==> src/rtl/spi_tx_queue.sv <==
// spi_tx_queue: command FIFO feeding an SPI master over a req/ack handshake.
// Entries are {dir, len, data}; dir_out is registered on each launch so the
// master's bit order stays stable while the next request is pending.
// Optional macro SPI_TXQ_GAP_EN adds a GAP state that holds req low for
// GAP_CYCLES clocks after every launch.
module spi_tx_queue #(
   parameter int unsigned DATA_WIDTH = 8,
   parameter int unsigned LEN_WIDTH  = 4,
   parameter int unsigned DEPTH_LOG2 = 2,
   parameter int unsigned GAP_CYCLES = 4
) (
   input  logic                  clk,
   input  logic                  rst_n,
   input  logic                  wr_en,
   input  logic [DATA_WIDTH-1:0] wr_data,
   input  logic [LEN_WIDTH-1:0]  wr_len,
   input  logic                  wr_dir,
   input  logic                  flush,
   output logic                  full,
   output logic                  empty,
   output logic [DEPTH_LOG2:0]   level,
   output logic                  overflow,
   output logic                  req,
   input  logic                  ack,
   output logic [DATA_WIDTH-1:0] data_out,
   output logic [LEN_WIDTH-1:0]  len_out,
   output logic                  dir_out
);

   localparam int unsigned DEPTH = 1 << DEPTH_LOG2;
   localparam int unsigned EW    = DATA_WIDTH + LEN_WIDTH + 1;
   localparam logic [DEPTH_LOG2:0] FULL_CNT = {1'b1, {DEPTH_LOG2{1'b0}}};

   typedef enum logic [1:0] {
      IDLE = 2'd0,
      REQ  = 2'd1,
      GAP  = 2'd2
   } state_t;

   logic [EW-1:0]         mem [DEPTH];
   logic [DEPTH_LOG2-1:0] wr_ptr;
   logic [DEPTH_LOG2-1:0] rd_ptr;
   logic [DEPTH_LOG2:0]   count;
   logic [EW-1:0]         head;
   logic                  push;
   logic                  pop;
   state_t                state;
   state_t                state_nxt;

   assign full     = (count == FULL_CNT);
   assign empty    = (count == '0);
   assign level    = count;
   assign req      = (state == REQ);
   // Full is the registered value, so a pop on the same edge never frees room.
   assign push     = wr_en & ~full & ~flush;
   assign pop      = (state == REQ) & ack;
   assign head     = mem[rd_ptr];
   assign data_out = head[DATA_WIDTH-1:0];
   assign len_out  = head[DATA_WIDTH +: LEN_WIDTH];

   // Entry storage; intentionally not reset.
   always_ff @(posedge clk) begin
      if (push) mem[wr_ptr] <= {wr_dir, wr_len, wr_data};
   end

   // Pointers and fill count; flush clears after any same-edge launch.
   always_ff @(posedge clk or negedge rst_n) begin
      if (!rst_n) begin
         wr_ptr <= '0;
         rd_ptr <= '0;
         count  <= '0;
      end else if (flush) begin
         wr_ptr <= '0;
         rd_ptr <= '0;
         count  <= '0;
      end else begin
         if (push) wr_ptr <= wr_ptr + 1'b1;
         if (pop)  rd_ptr <= rd_ptr + 1'b1;
         case ({push, pop})
            2'b10:   count <= count + 1'b1;
            2'b01:   count <= count - 1'b1;
            default: count <= count;
         endcase
      end
   end

   // Overflow pulse for a push dropped because the queue was full.
   always_ff @(posedge clk or negedge rst_n) begin
      if (!rst_n) overflow <= 1'b0;
      else        overflow <= wr_en & full & ~flush;
   end

   // Bit order latched only on a launch edge.
   always_ff @(posedge clk or negedge rst_n) begin
      if (!rst_n)   dir_out <= 1'b0;
      else if (pop) dir_out <= head[EW-1];
   end

   // State register.
   always_ff @(posedge clk or negedge rst_n) begin
      if (!rst_n) state <= IDLE;
      else        state <= state_nxt;
   end

`ifdef SPI_TXQ_GAP_EN
   logic [7:0] gap_cnt;

   // Post-launch gap counter, loaded on launch and counted down in GAP.
   always_ff @(posedge clk or negedge rst_n) begin
      if (!rst_n)              gap_cnt <= '0;
      else if (pop)            gap_cnt <= 8'(GAP_CYCLES);
      else if (state == GAP)   gap_cnt <= gap_cnt - 1'b1;
   end
`endif

   // Next-state logic; ack takes priority over flush in REQ.
   always_comb begin
      state_nxt = state;
      case (state)
         IDLE: if (!empty && !flush) state_nxt = REQ;
         REQ: begin
            if (ack) begin
`ifdef SPI_TXQ_GAP_EN
               state_nxt = GAP;
`else
               state_nxt = IDLE;
`endif
            end else if (flush) begin
               state_nxt = IDLE;
            end
         end
`ifdef SPI_TXQ_GAP_EN
         // Leave on the edge where the counter steps from 1 to 0.
         GAP: if (gap_cnt == 8'd1) state_nxt = IDLE;
`endif
         default: state_nxt = IDLE;
      endcase
   end

endmodule

==> config.mk <==
export PLATFORM = sky130hd
export DESIGN_NAME = spi_tx_queue
export DESIGN_NICKNAME = d
export VERILOG_FILES = /design/src/rtl/spi_tx_queue.sv
export SDC_FILE = /design/constraint.sdc
export NUM_CORES = 1
export LEC_CHECK = 0
export ABC_AREA = 1
export CORE_UTILIZATION = 25
export CTS_CLUSTER_SIZE = 14
export DETAILED_ROUTE_END_ITERATION = 8
export SLEW_MARGIN = 30
export SYNTH_ARGS = -nofsm -noshare
export SYNTH_HDL_FRONTEND = slang
export SYNTH_SLANG_ARGS = --single-unit
==> constraint.sdc <==
create_clock -name clk -period 3.5 [get_ports clk]
set_clock_uncertainty 0.1 [all_clocks]
set_input_delay 0.875 -clock clk [delete_from_list [all_inputs] [get_ports clk]]
set_output_delay 0.875 -clock clk [all_outputs]
set_load 0.005 [all_outputs]
==> impl_metrics.toml <==
[clock_network]
postCtsSetupBuffers = 0
gates_resized_cts_repair = 0
cts_tree = "done"
clock_sinks = 62
clock_tree.buffer_depth = 2
path_clk_slew_ns = 0.07
clock_tree.htree_level_count = 3
clk_latency_ns = 0.33
clk_root_buffer_cell = "clkbuf_8"
postCtsHoldBufs = 0
tritoncts.num_buffers = 9

[finish]
final_net_count = 269
antennaDiodeCount = 0
final-instance-count-excl-fill = 384
final_layout_size_suffix_gt1_share_pct = 12.0
post_layout_utilization_of_the_core_pct = 32.9
area_delta_synth_final_pct = 25.9

[route]
routed-via-count = 1595
vias_per_cell = 4.15
drt_iter0_drc = 117
detail_route.drc_violations = 0
routedWlPerCell_um = 12.8
drt_wl_total_um = 4910
drtPass1Iterations = 4
ant_nets = 0

[power]
p_total_mw = 1.76
peakVddDrop_uv = 185
leakage_nw = 1.20
p_per_area_mw_per_mm2 = 537

[placement]
final_weighted_congestion_in_routability_driven_placement = 0.771
detailed_place_hpwl_um = 3160
buffer_ports.inserted = 37
placed_cells = 368

[logic_synthesis]
post_synth_and_or_nand_nor_area_fraction_pct = 11.0
synth-warning-count = 0
netlist-cell-type-count = 23
synth_adder_area_share_pct = 2.69
synth_fp_nets = 235
netlist.top_cell.by_area = "edfxtp_1"
yosys.area.top_type_share_pct = 60.0
yosys.area_share.xor_xnor_pct = 0.336
synth_register_bits = 62
main_combinational_cell_family_by_area_after_synthesis = "simple AND/OR/NAND/NOR gates"
synth_compound_gate_area_share_pct = 9.23
synth.cell_area_mm2 = 0.00260
multiplexer_share_of_the_synthesized_area_pct = 0
syn_avg_cell_area_um2 = 12.3
syn-instance-count = 212
synth-seq-area-share_pct = 69.6
synth_top_cells_by_area = "edfxtp_1 (60%), dfrtp_1 (9.6%), nor2_1 (5.0%), o21ai_0 (4.4%), buf_4 (3.5%)"

[critical_path]
r2r-end = "level[2]"
timing.critical_path.cells = "inv_2 > o21ai_0 > o22ai_1 > clkdlybuf4s50_1"
cp-start-kind = "register"
required_ns = 2.52
reg2reg_depth = 12
top_family_by_delay_on_critical_path = "buffers and inverters"
cp.buffers_inverters = 2
crit-reg2reg-launch = "level[0]"
worstPathMaxFanout = 27
crit_slowest_cell = "dfrtp_1"
worst-endpoint-arrival_ns = 2.19
endpoint_kind = "primary output"
timing.critical_path.slowest_cell_delay_ns = 0.55
worst-r2r-setup-slack_ns = 1.50
critical_path_class = "reg -> out"

[grt]
globalRouteTotalUtil_pct = 9.95
grt_antenna_before_repair = 0
overflow = 0
maximum_number_of_pins_on_one_net_before_global_route_repair = 28
first_global_vias = 1598
grt_pass1_wl_um = 8290

[timing]
setup_repair_after_global_routing_missed_its_margin = "no"
final-hold-violation-count = 0
slew_headroom_pct = 65.3
finalSetupViolations = 0
timing.final.max_slew_violations = 0
timing.setup.tns_ns = 0
worst_pin_slew_ns = 0.521
max_freq_mhz = 316
post-route-period-util_pct = 90.3
period_needed_ns = 3.16

[min_path]
hold_end = "dir_out"
min_path_cells = 2
hold_path.class = "reg -> reg"
worstHoldStart = "dir_out"

[job]
max-cap-violations = 0

[status]
run_status = "finished, final reports clean"

[floorplanning]
die_area_mm2 = 0.0108
initial_core_util_pct = 26.2
io-pin-count = 38
rows = 36
die-width_um = 104
die_height_um = 104
fp.coreArea_mm2 = 0.00995
==> per-stage QoR <==
| stage | setup slack (ns) | hold WS [ns] | area, um^2 |
|---|---|---|---|
| floorplan | 1.21 | 0.406 | 2600 |
| global placement | 0.604 | 0.446 | 3060 |
| detailed placement | 0.544 | 0.458 | 3060 |
| CTS | 0.274 | 0.471 | 3280 |
| global route | 0.103 | 0.529 | 3280 |
| finish | 0.338 | 0.463 | 3280 |
==> report_power, final <==
part	internal [mW]	switching (mW)
Combinational	0.112	0.104
Clock	0.401	0.287
Sequential	0.833	0.0238
==> worst register-to-register path, stage by stage (launching register included) <==
cell and delay (ns):
dfrtp_1 0.51, nor2_4 0.08, nand2_4 0.10, nand2_4 0.09, nand2_4 0.10, inv_1 0.05
fa_1 0.37, xnor2_1 0.22, inv_1 0.07, nand2_1 0.07, nand2_1 0.04, nand2_1 0.06
nand2_1 0.04
==> sequential cells by signal (all words and copies together) (netlist names) <==
signal	flops
wr_ptr	2
dir_out	1
mem	52
level	3
rd_ptr	2
overflow	1
state	1
==> kinds of logic after synthesis <==
group           count (synthesis)
flops                          62
fa+ha+maj                       5
buf+inv                        36
compound gates                 44
simple gates                   64
xor+xnor                        1
==> cell usage in the layout, fill, tap and decap left out <==
cell type,Yosys,final
o21ai_0,23,23
dfrtp_1,10,10
ha_1,4,4
nor3_1,3,3
nor2_1,35,35
clkbuf_8,0,9
o21ai_1,6,6
nor2_2,1,1
nor2_4,1,1
a31oi_1,1,1
a21oi_1,1,1
nand3_1,8,8
nand2_4,3,3
bufinv_16,0,2
inv_2,3,3
clkinvlp_4,0,4
edfxtp_1,52,52
inv_1,14,14
xnor2_1,1,1
clkdlybuf4s50_1,0,37
o22ai_1,12,12
fa_1,1,1
clkinv_4,0,1
buf_4,12,5
a21oi_2,1,1
nand2_1,13,13
==> Yosys cell counts (all sizes together) <==
cell / number
inv: 17
o21ai: 29
xnor2: 1
clkbuf: 2
nand3: 8
a31oi: 1
nor2: 37
ha: 4
o22ai: 12
fa: 1
buf: 17
nand2: 16
nor3: 3
dfrtp: 10
edfxtp: 52
a21oi: 2
==> area by class of cell <==
cell class | instances | area (um^2)
multi-input combinational | 114 | 606
fill | 968 | 6680
clock inverter | 7 | 98.8
inverter | 17 | 63.8
tap | 133 | 166
clock buffer | 9 | 124
timing repair buffer | 42 | 408
sequential | 62 | 1810
==> metal layers <==
layer  vias up  global-route usage, %  share of wire, %
met5         -                      0                 0
met4         0                   4.59               1.5
met3         4                   3.07               4.7
met2        34                   17.2                50
met1       759                   11.1                44
li1        798                      -                 -
==> worst max-delay path by stage <==
stage,from,to,slack (ns),cells after the start
after floorplan,wr_en,level[2],1.21,12
after global placement,flush,level[2],0.60,12
after detailed placement,flush,level[2],0.54,12
after CTS,rd_ptr[0],len_out[0],0.27,4
after global routing,rd_ptr[0],data_out[3],0.10,4
final,rd_ptr[0],len_out[0],0.34,4
Note: power is estimated with default switching activity, not from simulation.
